[src/rtl/fdd_pkg.sv]
// fdd_pkg: shared types and constants for the floppy drive motor controller.
// Holds the per-drive motor state encoding and the counter widths used by
// fdd_motor_fsm and fdd_motor_ctrl.
package fdd_pkg;

    typedef enum logic [1:0] {
        OFF     = 2'd0,
        SPINUP  = 2'd1,
        RUN     = 2'd2,
        RUNDOWN = 2'd3
    } motor_state_t;

    // One revolution at 300 RPM lasts 200 ms.
    localparam int ROT_MS = 200;
    // Millisecond down-counter width, covers SPINUP_MS / HOLD_MS up to 4095.
    localparam int CNT_W  = 12;
    // Rotation position width, covers 0..ROT_MS-1.
    localparam int ROT_W  = 8;

endpackage

[src/rtl/fdd_motor_fsm.sv]
// fdd_motor_fsm: motor state machine for a single floppy drive.
// Tracks spin-up, running and (optionally) run-on after the request drops,
// and keeps the rotation position used for index pulse generation.
// Build option: define FDD_MOTOR_HOLD_EN to enable the RUNDOWN run-on state;
// without it a dropped request in RUN stops the motor on the next cycle.
module fdd_motor_fsm
    import fdd_pkg::*;
#(
    parameter int SPINUP_MS = 250,
    parameter int HOLD_MS   = 2000
) (
    input  logic             clk,
    input  logic             reset,
    input  logic             motor_req,
    input  logic             ms_tick,
    output logic             motor_run,
    output logic [ROT_W-1:0] rot
);

`ifdef FDD_MOTOR_HOLD_EN
    localparam bit HOLD_EN = 1'b1;
`else
    localparam bit HOLD_EN = 1'b0;
`endif

    localparam logic [CNT_W-1:0] SPINUP_LOAD = CNT_W'(SPINUP_MS);
    localparam logic [CNT_W-1:0] HOLD_LOAD   = CNT_W'(HOLD_MS);
    localparam logic [CNT_W-1:0] CNT_ONE     = CNT_W'(1);
    localparam logic [ROT_W-1:0] ROT_LAST    = ROT_W'(ROT_MS - 1);
    localparam logic [ROT_W-1:0] ROT_ONE     = ROT_W'(1);

    motor_state_t     state;
    logic [CNT_W-1:0] cnt;
    logic [ROT_W-1:0] rot_next;

    // Next rotation position, wrapping once per revolution.
    always_comb begin
        rot_next = (rot == ROT_LAST) ? '0 : rot + ROT_ONE;
    end

    // Motor FSM; request changes win over a coincident tick.
    always_ff @(posedge clk or posedge reset) begin
        if (reset) begin
            state     <= OFF;
            cnt       <= '0;
            rot       <= '0;
            motor_run <= 1'b0;
        end else begin
            case (state)
                OFF: begin
                    if (motor_req) begin
                        state <= SPINUP;
                        cnt   <= SPINUP_LOAD;
                    end
                end
                SPINUP: begin
                    if (!motor_req) begin
                        state <= OFF;
                        cnt   <= '0;
                    end else if (ms_tick) begin
                        if (cnt == CNT_ONE) begin
                            state     <= RUN;
                            cnt       <= '0;
                            rot       <= '0;
                            motor_run <= 1'b1;
                        end else begin
                            cnt <= cnt - CNT_ONE;
                        end
                    end
                end
                RUN: begin
                    if (!motor_req) begin
                        if (HOLD_EN) begin
                            state <= RUNDOWN;
                            cnt   <= HOLD_LOAD;
                        end else begin
                            state     <= OFF;
                            motor_run <= 1'b0;
                        end
                    end else if (ms_tick) begin
                        rot <= rot_next;
                    end
                end
                RUNDOWN: begin
                    if (motor_req) begin
                        state <= RUN;
                        cnt   <= '0;
                    end else if (ms_tick) begin
                        rot <= rot_next;
                        if (cnt == CNT_ONE) begin
                            state     <= OFF;
                            cnt       <= '0;
                            motor_run <= 1'b0;
                        end else begin
                            cnt <= cnt - CNT_ONE;
                        end
                    end
                end
                default: begin
                    state     <= OFF;
                    motor_run <= 1'b0;
                end
            endcase
        end
    end

endmodule

[src/rtl/fdd_motor_ctrl.sv]
// fdd_motor_ctrl: two-drive floppy motor controller.
// Generates the shared 1 ms tick, runs one motor FSM per drive and produces
// the active-low index pulse for the selected drive.
// Build option: FDD_MOTOR_HOLD_EN enables motor run-on (RUNDOWN) in each FSM.
module fdd_motor_ctrl
    import fdd_pkg::*;
#(
    parameter int CLK_KHZ   = 21477,
    parameter int SPINUP_MS = 250,
    parameter int HOLD_MS   = 2000,
    parameter int INDEX_MS  = 4
) (
    input  logic       clk,
    input  logic       reset,
    input  logic [1:0] motor_req,
    input  logic [1:0] disk_present,
    input  logic       USEL,
    output logic [1:0] motor_run,
    output logic       INDEXn,
    output logic       ms_tick
);

    localparam int               PRE_W      = (CLK_KHZ > 2) ? $clog2(CLK_KHZ) : 1;
    localparam logic [PRE_W-1:0] PRE_LAST   = PRE_W'(CLK_KHZ - 1);
    localparam logic [PRE_W-1:0] PRE_ONE    = PRE_W'(1);
    localparam logic [ROT_W-1:0] INDEX_LIM  = ROT_W'(INDEX_MS);

    logic [PRE_W-1:0] pre_cnt;
    logic [ROT_W-1:0] rot0;
    logic [ROT_W-1:0] rot1;
    logic [ROT_W-1:0] rot_sel;

    // Free-running prescaler; the tick is registered so it is glitch-free.
    always_ff @(posedge clk or posedge reset) begin
        if (reset) begin
            pre_cnt <= '0;
            ms_tick <= 1'b0;
        end else begin
            ms_tick <= (pre_cnt == PRE_LAST);
            pre_cnt <= (pre_cnt == PRE_LAST) ? '0 : pre_cnt + PRE_ONE;
        end
    end

    fdd_motor_fsm #(
        .SPINUP_MS (SPINUP_MS),
        .HOLD_MS   (HOLD_MS)
    ) u_drive0 (
        .clk       (clk),
        .reset     (reset),
        .motor_req (motor_req[0]),
        .ms_tick   (ms_tick),
        .motor_run (motor_run[0]),
        .rot       (rot0)
    );

    fdd_motor_fsm #(
        .SPINUP_MS (SPINUP_MS),
        .HOLD_MS   (HOLD_MS)
    ) u_drive1 (
        .clk       (clk),
        .reset     (reset),
        .motor_req (motor_req[1]),
        .ms_tick   (ms_tick),
        .motor_run (motor_run[1]),
        .rot       (rot1)
    );

    // Index pulse of the selected drive, low during the first INDEX_MS of a turn.
    always_comb begin
        rot_sel = USEL ? rot1 : rot0;
        INDEXn  = !(motor_run[USEL] && disk_present[USEL] && (rot_sel < INDEX_LIM));
    end

endmodule

[config.mk]
export PLATFORM = sky130hd
export DESIGN_NAME = fdd_motor_ctrl
export DESIGN_NICKNAME = d
export VERILOG_FILES = /design/src/rtl/fdd_pkg.sv /design/src/rtl/fdd_motor_fsm.sv /design/src/rtl/fdd_motor_ctrl.sv
export SDC_FILE = /design/constraint.sdc
export NUM_CORES = 1
export LEC_CHECK = 0
export CAP_MARGIN = 20
export CORE_MARGIN = 3
export CORE_UTILIZATION = 65
export CTS_BUF_LIST = sky130_fd_sc_hd__clkbuf_16
export DETAILED_ROUTE_END_ITERATION = 8
export PLACE_DENSITY = 0.83
export SYNTH_ARGS = -nofsm -noshare
export SYNTH_HDL_FRONTEND = slang
export SYNTH_HIERARCHICAL = 1
export SYNTH_SLANG_ARGS = --single-unit
[constraint.sdc]
create_clock -name clk -period 5.7 [get_ports clk]
set_input_delay 1.14 -clock clk [delete_from_list [all_inputs] [get_ports clk]]
set_output_delay 1.14 -clock clk [all_outputs]
set_load 0.02 [all_outputs]
==> results.md, run 1 <==
- Fin. Hold Viols: 0
- Syn Inst Count: 407
- Status: complete, no violations
- R2r setup slk: 3.19 ns
- Postcts setup bufs: 0
- Achievable frequency: 268 MHz
- Final worst clock skew: 0.00861 ns
- Initial drt markers: 227
- RR Startpoint: u_drive1/cnt[2]$_DFFE_PP0P_
- Register area: 1550 um2
- Layout cells sized above 1: 7.71%
- R2R cell count: 4
- Post-synth top cells: dfrtp_1, nor2_1, nand2_1
- Drt drc: 0
- Mux cell area share after synthesis: 1.91%
- Die Span X: 82.5 um
- Worst path required time: 4.56 ns
- Max Cap Viol: 0
- Final antenna diode count: 0
- Row Count: 27
- Synth top area cells: dfrtp_1, nor2_1, xnor2_1, ha_1, xor2_1
- Net Switching: 286 uW
- Global-route wire length before repair: 14300 um
- Distinct cell type count after synthesis: 69
- Post-cts resize count: 0
- Net Count, Synth: 422
- Worst Path Arrival: 2.60 ns
- Crit-path max FO: 2
- Worst vdd ir: 0.195 mV
- Fraction of the mapped netlist area in simple logic gates: 27.0%
- I/O pin cnt: 11
- Critical-path top delay cell: clkdlybuf4s50_1
- CP top delay family: buffers and inverters
- Switch share: 22.8%
- Final core occ: 76.5%
- Post-synth EDFFs: 0
- Startpoint Class: primary input
- Port bufs: 10
- # hold bufs at CTS: 0
- Final setup viols: 0
- GPL Wtd Cong: 0.863
- Most used cell, CP: clkdlybuf4s50_1
- CP max stage delay: 0.63 ns
- Clk slew on worst S/H paths: 0.06 ns
- Largest family of logic cells by synthesized area: simple AND/OR/NAND/NOR gates
- Post-Syn Area: 3800 um2
- Via density: 6.66
- Crit Reg-Reg Endpoint: u_drive1/cnt[6]$_DFFE_PP0P_
- Critical path, cell by cell: clkdlybuf4s50_1 > nand3b_1 > nor4_1 > a41oi_1 > clkdlybuf4s50_1
- Initial core utilization: 68.2%
- Post-layout min period: 3.74 ns
- Synth async-reset ratio: 100%
- Skew-Pair Late Insertion Delay: 0.32 ns
- Crit. End Element: output pin
- Clock power frac: 53.0%
- Final setup TNS: 0 ns
- Hold crit path type: register to register
- H-tree levels: 3
- Hold depth: 1
- Die Y: 82.5 um
- Adder-cell share of the synthesized area: 2.63%
- CTS Buf Count: 9
- Synth Area in Compound Gates: 17.4%
- Clk sink count: 62
- Worst hold-check slack: 0.511 ns
- Gr usage total: 27.2%
- Root Buffer: clkbuf_16
- Internal: 967 uW
- RSZ-0062 raised after global routing: no
- Final cycle utilization of the critical path: 65.6%
- Grt total ovfl: 0
- Cell Pwr Density: 294 nW/um2
- Vias in the first global route: 3149
- Fillers: 368
- Largest net degree at the start of global routing: 29
- Most frequent cell after synthesis: dfrtp_1
- Hold Crit Start: u_drive1/rot[0]$_DFFE_PP0P_
- Synth top area share: 40.8%
- Max Slew Vio Count: 0
- WL per Instance: 17.5 um
- Detail Route Antenna Nets: 0
- CTS tree: done
- Largest area contributor in the netlist: dfrtp_1
- Via count: 3243
- Lkg Pwr: 1.75 nW
- Critical path buffers and inverters: 2
- Multi-input gate area in the final layout: 2090 um2
- Initial antenna violation count: 0
- Comb pwr share: 7.5%
- Area Overhead vs Synth: 12.2%
- Critical path type: primary input to output pin
- Xor and xnor fraction of the mapped netlist area: 6.22%
- Ys flop type: dfrtp_1
- Max Root-Sink Buffers: 2
- Sequential fraction of the synthesis area: 40.8%
- Seq pwr share: 39.5%
- Nets: 425
- Die ar.: 6800 um2
- Hold EP: u_drive1/rot[0]$_DFFE_PP0P_
- Max-slew headroom: 38.8%
- Syn Area/Cell: 9.34 um2
- #FFs+latches synth: 62
- Final WL: 8530 um
- Post-DP HPWL: 5500 um
- Synth warn: 6
- Measured slew at the worst slew-check pin: 0.917 ns
- Core area: 5570 um2
- First-pass DRT Iterations: 5
## layout by cell type, fill, tap and decap left out, types with 9 or more instances in the layout
cell | Yosys | final
o22ai_1 | 9 | 9
nand3_1 | 16 | 16
nor3_1 | 13 | 13
clkbuf_16 | 0 | 9
o21ai_0 | 18 | 18
nor2_1 | 40 | 40
and3_1 | 9 | 9
clkdlybuf4s50_1 | 0 | 10
dfrtp_1 | 62 | 62
xor2_1 | 11 | 11
nand4_1 | 10 | 10
nor2b_1 | 11 | 11
nand2_1 | 22 | 22
a21oi_1 | 13 | 13
inv_1 | 18 | 18
a22o_1 | 9 | 9
xnor2_1 | 16 | 16
## stage by stage
stage	setup WS, ns	power [mW]	instances	area (um2)
after CTS	1.95	1.26	487	4270
final	1.96	1.25	487	4270
after global routing	1.89	1.30	487	4270
after floorplan	2.89	0.567	407	3800
after global placement	2.02	0.588	471	3900
after detailed placement	1.95	0.593	471	3900
## area by class of cell
class / instances / share of cell area [%]
Timing Repair Buffer: 10 / 2.35
Clock buffer: 9 / 5.28
Tap cell: 72 / 2.11
Sequential cell: 62 / 36.4
Inverter: 18 / 1.58
Clock inverter: 7 / 3.20
Multi-Input combinational cell: 309 / 49.1
## flip-flops by register name (all words and copies together), names as in the netlist
signal and cells:
pre_cnt 15, u_drive0/cnt 12, u_drive1/cnt 12, u_drive0/rot 8, u_drive1/rot 8, u_drive0/state 2
u_drive1/state 2, ms_tick 1, u_drive0/motor_run 1, u_drive1/motor_run 1
## worst register-to-register path: cells and delay by family, from the launching register on
kind	cells	cell delay (ns)
AND/OR/NAND/NOR	2	1.18
AO/OA/AOI/OAI	2	0.74
flip-flops	1	0.44
## how the worst max path moves through the flow
stage	endpoint	start	slack (ns)	cells after the start
detailed placement	INDEXn	USEL	1.95	5
global placement	INDEXn	USEL	2.02	5
CTS	INDEXn	USEL	1.95	5
floorplan	INDEXn	USEL	2.89	3
finish	INDEXn	USEL	1.96	5
global route	INDEXn	USEL	1.89	5
## kinds of logic (layout without fill, tap and decap cells)
family,Yosys count,after routing
xor+xnor,27,27
flops,62,62
simple gates,173,173
mux,7,7
fa+ha+maj,8,8
buf+inv,36,44
compound gates,94,94
## power by group through the flow
stage	Combinational, mW	Sequential [mW]	Clock, mW
final	0.0938	0.495	0.664
after CTS	0.0939	0.493	0.672
after floorplan	0.0812	0.486	0
after global routing	0.107	0.497	0.694
after detailed placement	0.0927	0.501	0
after global placement	0.0891	0.499	0
## per-layer routing
metal	up-vias	wire, um	GRT usage [%]
met4	0	59	8.14
met5	-	0	0
met3	8	541	6.72
li1	1531	-	-
met2	137	4160	44.2
met1	1567	3770	35.9
(Power assumes the default switching activity.)
==> run 2: changes to the inputs <==
--- a/config.mk
+++ b/config.mk
@@ -7,10 +7,10 @@
 export LEC_CHECK = 0
 export CAP_MARGIN = 20
 export CORE_MARGIN = 3
-export CORE_UTILIZATION = 65
+export CORE_UTILIZATION = 62
 export CTS_BUF_LIST = sky130_fd_sc_hd__clkbuf_16
 export DETAILED_ROUTE_END_ITERATION = 8
-export PLACE_DENSITY = 0.83
+export PLACE_DENSITY = 0.8
 export SYNTH_ARGS = -nofsm -noshare
 export SYNTH_HDL_FRONTEND = slang
 export SYNTH_HIERARCHICAL = 1
==> constraint.sdc (replaced) <==
create_clock -name clk -period 3.5 [get_ports clk]
set_input_delay 0.7 -clock clk [delete_from_list [all_inputs] [get_ports clk]]
set_output_delay 0.7 -clock clk [all_outputs]
set_load 0.02 [all_outputs]
==> run 2 against run 1 <==
Hold slack got worse by 0.011 ns. Sequential share of layout area increased by 0.94 points. Die area increased by 4.5%. Critical endpoint unchanged.
==> results.md, run 2 (synthesis gave the netlist of run 1 again) <==
- Status: complete, no violations
- Row Count: 27 (unchanged)
- Root Buffer: clkbuf_16
- I/O pin cnt: 11 (unchanged)
- Net Switching: 435 uW (+52%)
- Commonest non-fill, non-tap cells in the layout: dfrtp_1, nor2_1, nand2_1, inv_1, o21ai_0
- Placed Area: 3910 um2 (+0.19%)
- Final cycle utilization of the critical path: 81.3%
- Final core occ: 72.8% (-3.7 points)
- Vias in the first global route: 2994 (-4.9%)
- Cell Pwr Density: 411 nW/um2 (+40%)
- Core area: 5710 um2 (+2.4%)
- Internal: 1.27 mW (+32%)
- Gr usage total: 23.0% (-4.1 points)
- Fin. Hold Viols: 0 (unchanged)
- Initial drt markers: 165 (-27%)
- Final Instance Count excl. Fillers: 486 (-0.21%)
- Seq pwr share: 47.1% (+7.6 points)
- Final setup viols: 0 (unchanged)
- Achievable frequency: 351 MHz
- Final setup TNS: 0 ns (unchanged)
- Drt drc: 0 (unchanged)
- Initial core utilization: 66.6% (-1.6 points)
- # hold bufs at CTS: 0 (unchanged)
- Via count: 3136 (-3.3%)
- Initial antenna violation count: 0 (unchanged)
- Nets: 426 (+0.24%)
- Die ar.: 7110 um2 (+4.5%)
- Lkg Pwr: 1.71 nW (-2.2%)
- Post-layout min period: 2.85 ns
- First-pass DRT Iterations: 4 (-1)
- Worst vdd ir: 0.272 mV (+40%)
- Largest net degree at the start of global routing: 29 (unchanged)
- Worst hold-check slack: 0.500 ns (-0.0105 ns)
- Grt total ovfl: 0 (unchanged)
- Final WL: 7930 um (-7.0%)
- Final antenna diode count: 0 (unchanged)
- Clk sink count: 62 (unchanged)
- Final worst clock skew: 0.00480 ns (-0.00381 ns)
- Clock power frac: 44.0% (-9.0 points)
- H-tree levels: 3 (unchanged)
- Crit. End Element: output pin
- RSZ-0062 raised after global routing: no
- CTS tree: done
- Die Y: 84.3 um (+2.2%)
- Global-route wire length before repair: 13600 um (-5.1%)
- Post-DP HPWL: 5270 um (-4.1%)
- Comb pwr share: 8.9% (+1.4 points)
- Worst Path Arrival: 2.15 ns (-0.45 ns)
- Postcts setup bufs: 0 (unchanged)
- Max Root-Sink Buffers: 2 (unchanged)
- Port bufs: 10 (unchanged)
- Leading cell type in the layout, fill and taps excluded: dfrtp_1
- Layout cells sized above 1: 7.25% (-0.46 points)
- Post-cts resize count: 0 (unchanged)
- Detail Route Antenna Nets: 0 (unchanged)
- Most flop-heavy register: pre_cnt
- Die Span X: 84.3 um (+2.2%)
- Max-slew headroom: 38.4% (-0.40 points)
- CTS Buf Count: 9 (unchanged)
- Measured slew at the worst slew-check pin: 0.923 ns (+0.00599 ns)
- Crit-path max FO: 5 (+3)
- Switch share: 25.5% (+2.7 points)
- Critical path type: register to output pin
- Clk slew on worst S/H paths: 0.05 ns (about the same)
- Largest regs: pre_cnt x15, u_drive0/cnt x12, u_drive1/cnt x12
- Hold crit path type: register to register
- Via density: 6.45 (-3.1%)
- Cells after DPL: 472 (+0.21%)
- Skew-Pair Late Insertion Delay: 0.32 ns (about the same)
- GPL Wtd Cong: 0.873 (+1.2%)
- Final instance area: 4160 um2 (-2.5%)
- Max Slew Vio Count: 0 (unchanged)
- WL per Instance: 16.3 um (-6.8%)
- Startpoint Class: register
- Area Overhead vs Synth: 9.38%
- Worst path required time: 2.80 ns (-1.76 ns)
- Max Cap Viol: 0 (unchanged)
- Max reg flops: 15 (unchanged)
-- run 2: power by group through the flow --
stage	sequential (mW)	clock, mW	combinational, mW
2_1_floorplan	0.792	0	0.132
3_3_place_gp	0.813	0	0.146
3_5_place_dp	0.815	0	0.151
4_1_cts	0.803	0.765	0.152
5_1_grt	0.811	0.793	0.173
6_report	0.805	0.751	0.152
-- run 2: critical path: stages, from the launching register on --
cell             delay [ns]
dfrtp_1                0.42
or4_1                  0.53
nor4_1                 0.26
a41oi_1                0.07
clkdlybuf4s50_1        0.55
-- run 2: cell type report --
| class | instances | area [um2] |
|---|---|---|
| Multi-Input combinational cell | 309 | 2090 |
| Sequential cell | 62 | 1550 |
| Inverter | 18 | 67.6 |
| Clock inverter | 5 | 21.3 |
| Clock buffer | 9 | 225 |
| Fill cell | 406 | 1550 |
| Tap cell | 72 | 90.1 |
| Timing Repair Buffer | 11 | 108 |
-- run 2: per-stage QoR --
| stage | worst slack (ns) | power [mW] |
|---|---|---|
| after floorplan | 1.15 | 0.924 |
| after global placement | 0.703 | 0.959 |
| final | 0.655 | 1.71 |
| after detailed placement | 0.664 | 0.966 |
| after CTS | 0.631 | 1.72 |
| after global routing | 0.464 | 1.78 |
-- run 2: path summary, 6_finish.rpt --
kind | startpoint | slack (ns) | endpoint | depth (start not counted)
worst min-delay path | u_drive1/rot[0]$_DFFE_PP0P_ | 0.50 | u_drive1/rot[0]$_DFFE_PP0P_ | 1
min in group asynchronous | reset | 0.87 | pre_cnt[4]$_DFF_PP0_ | 2
max in group asynchronous | reset | 1.93 | u_drive0/state[1]$_DFFE_PP0P_ | 2
worst max register to register | u_drive1/cnt[2]$_DFFE_PP0P_ | 0.99 | u_drive1/cnt[1]$_DFFE_PP0P_ | 4
worst max-delay path | u_drive0/rot[6]$_DFFE_PP0P_ | 0.65 | INDEXn | 4
worst min register to register | u_drive1/rot[0]$_DFFE_PP0P_ | 0.50 | u_drive1/rot[0]$_DFFE_PP0P_ | 1
-- run 2: metal layers --
layer / GRT usage [%] / wire length (um)
met5: 0 / 0
met4: 10.1 / 120
met3: 3.83 / 446
met2: 35.1 / 3650
met1: 32.4 / 3720
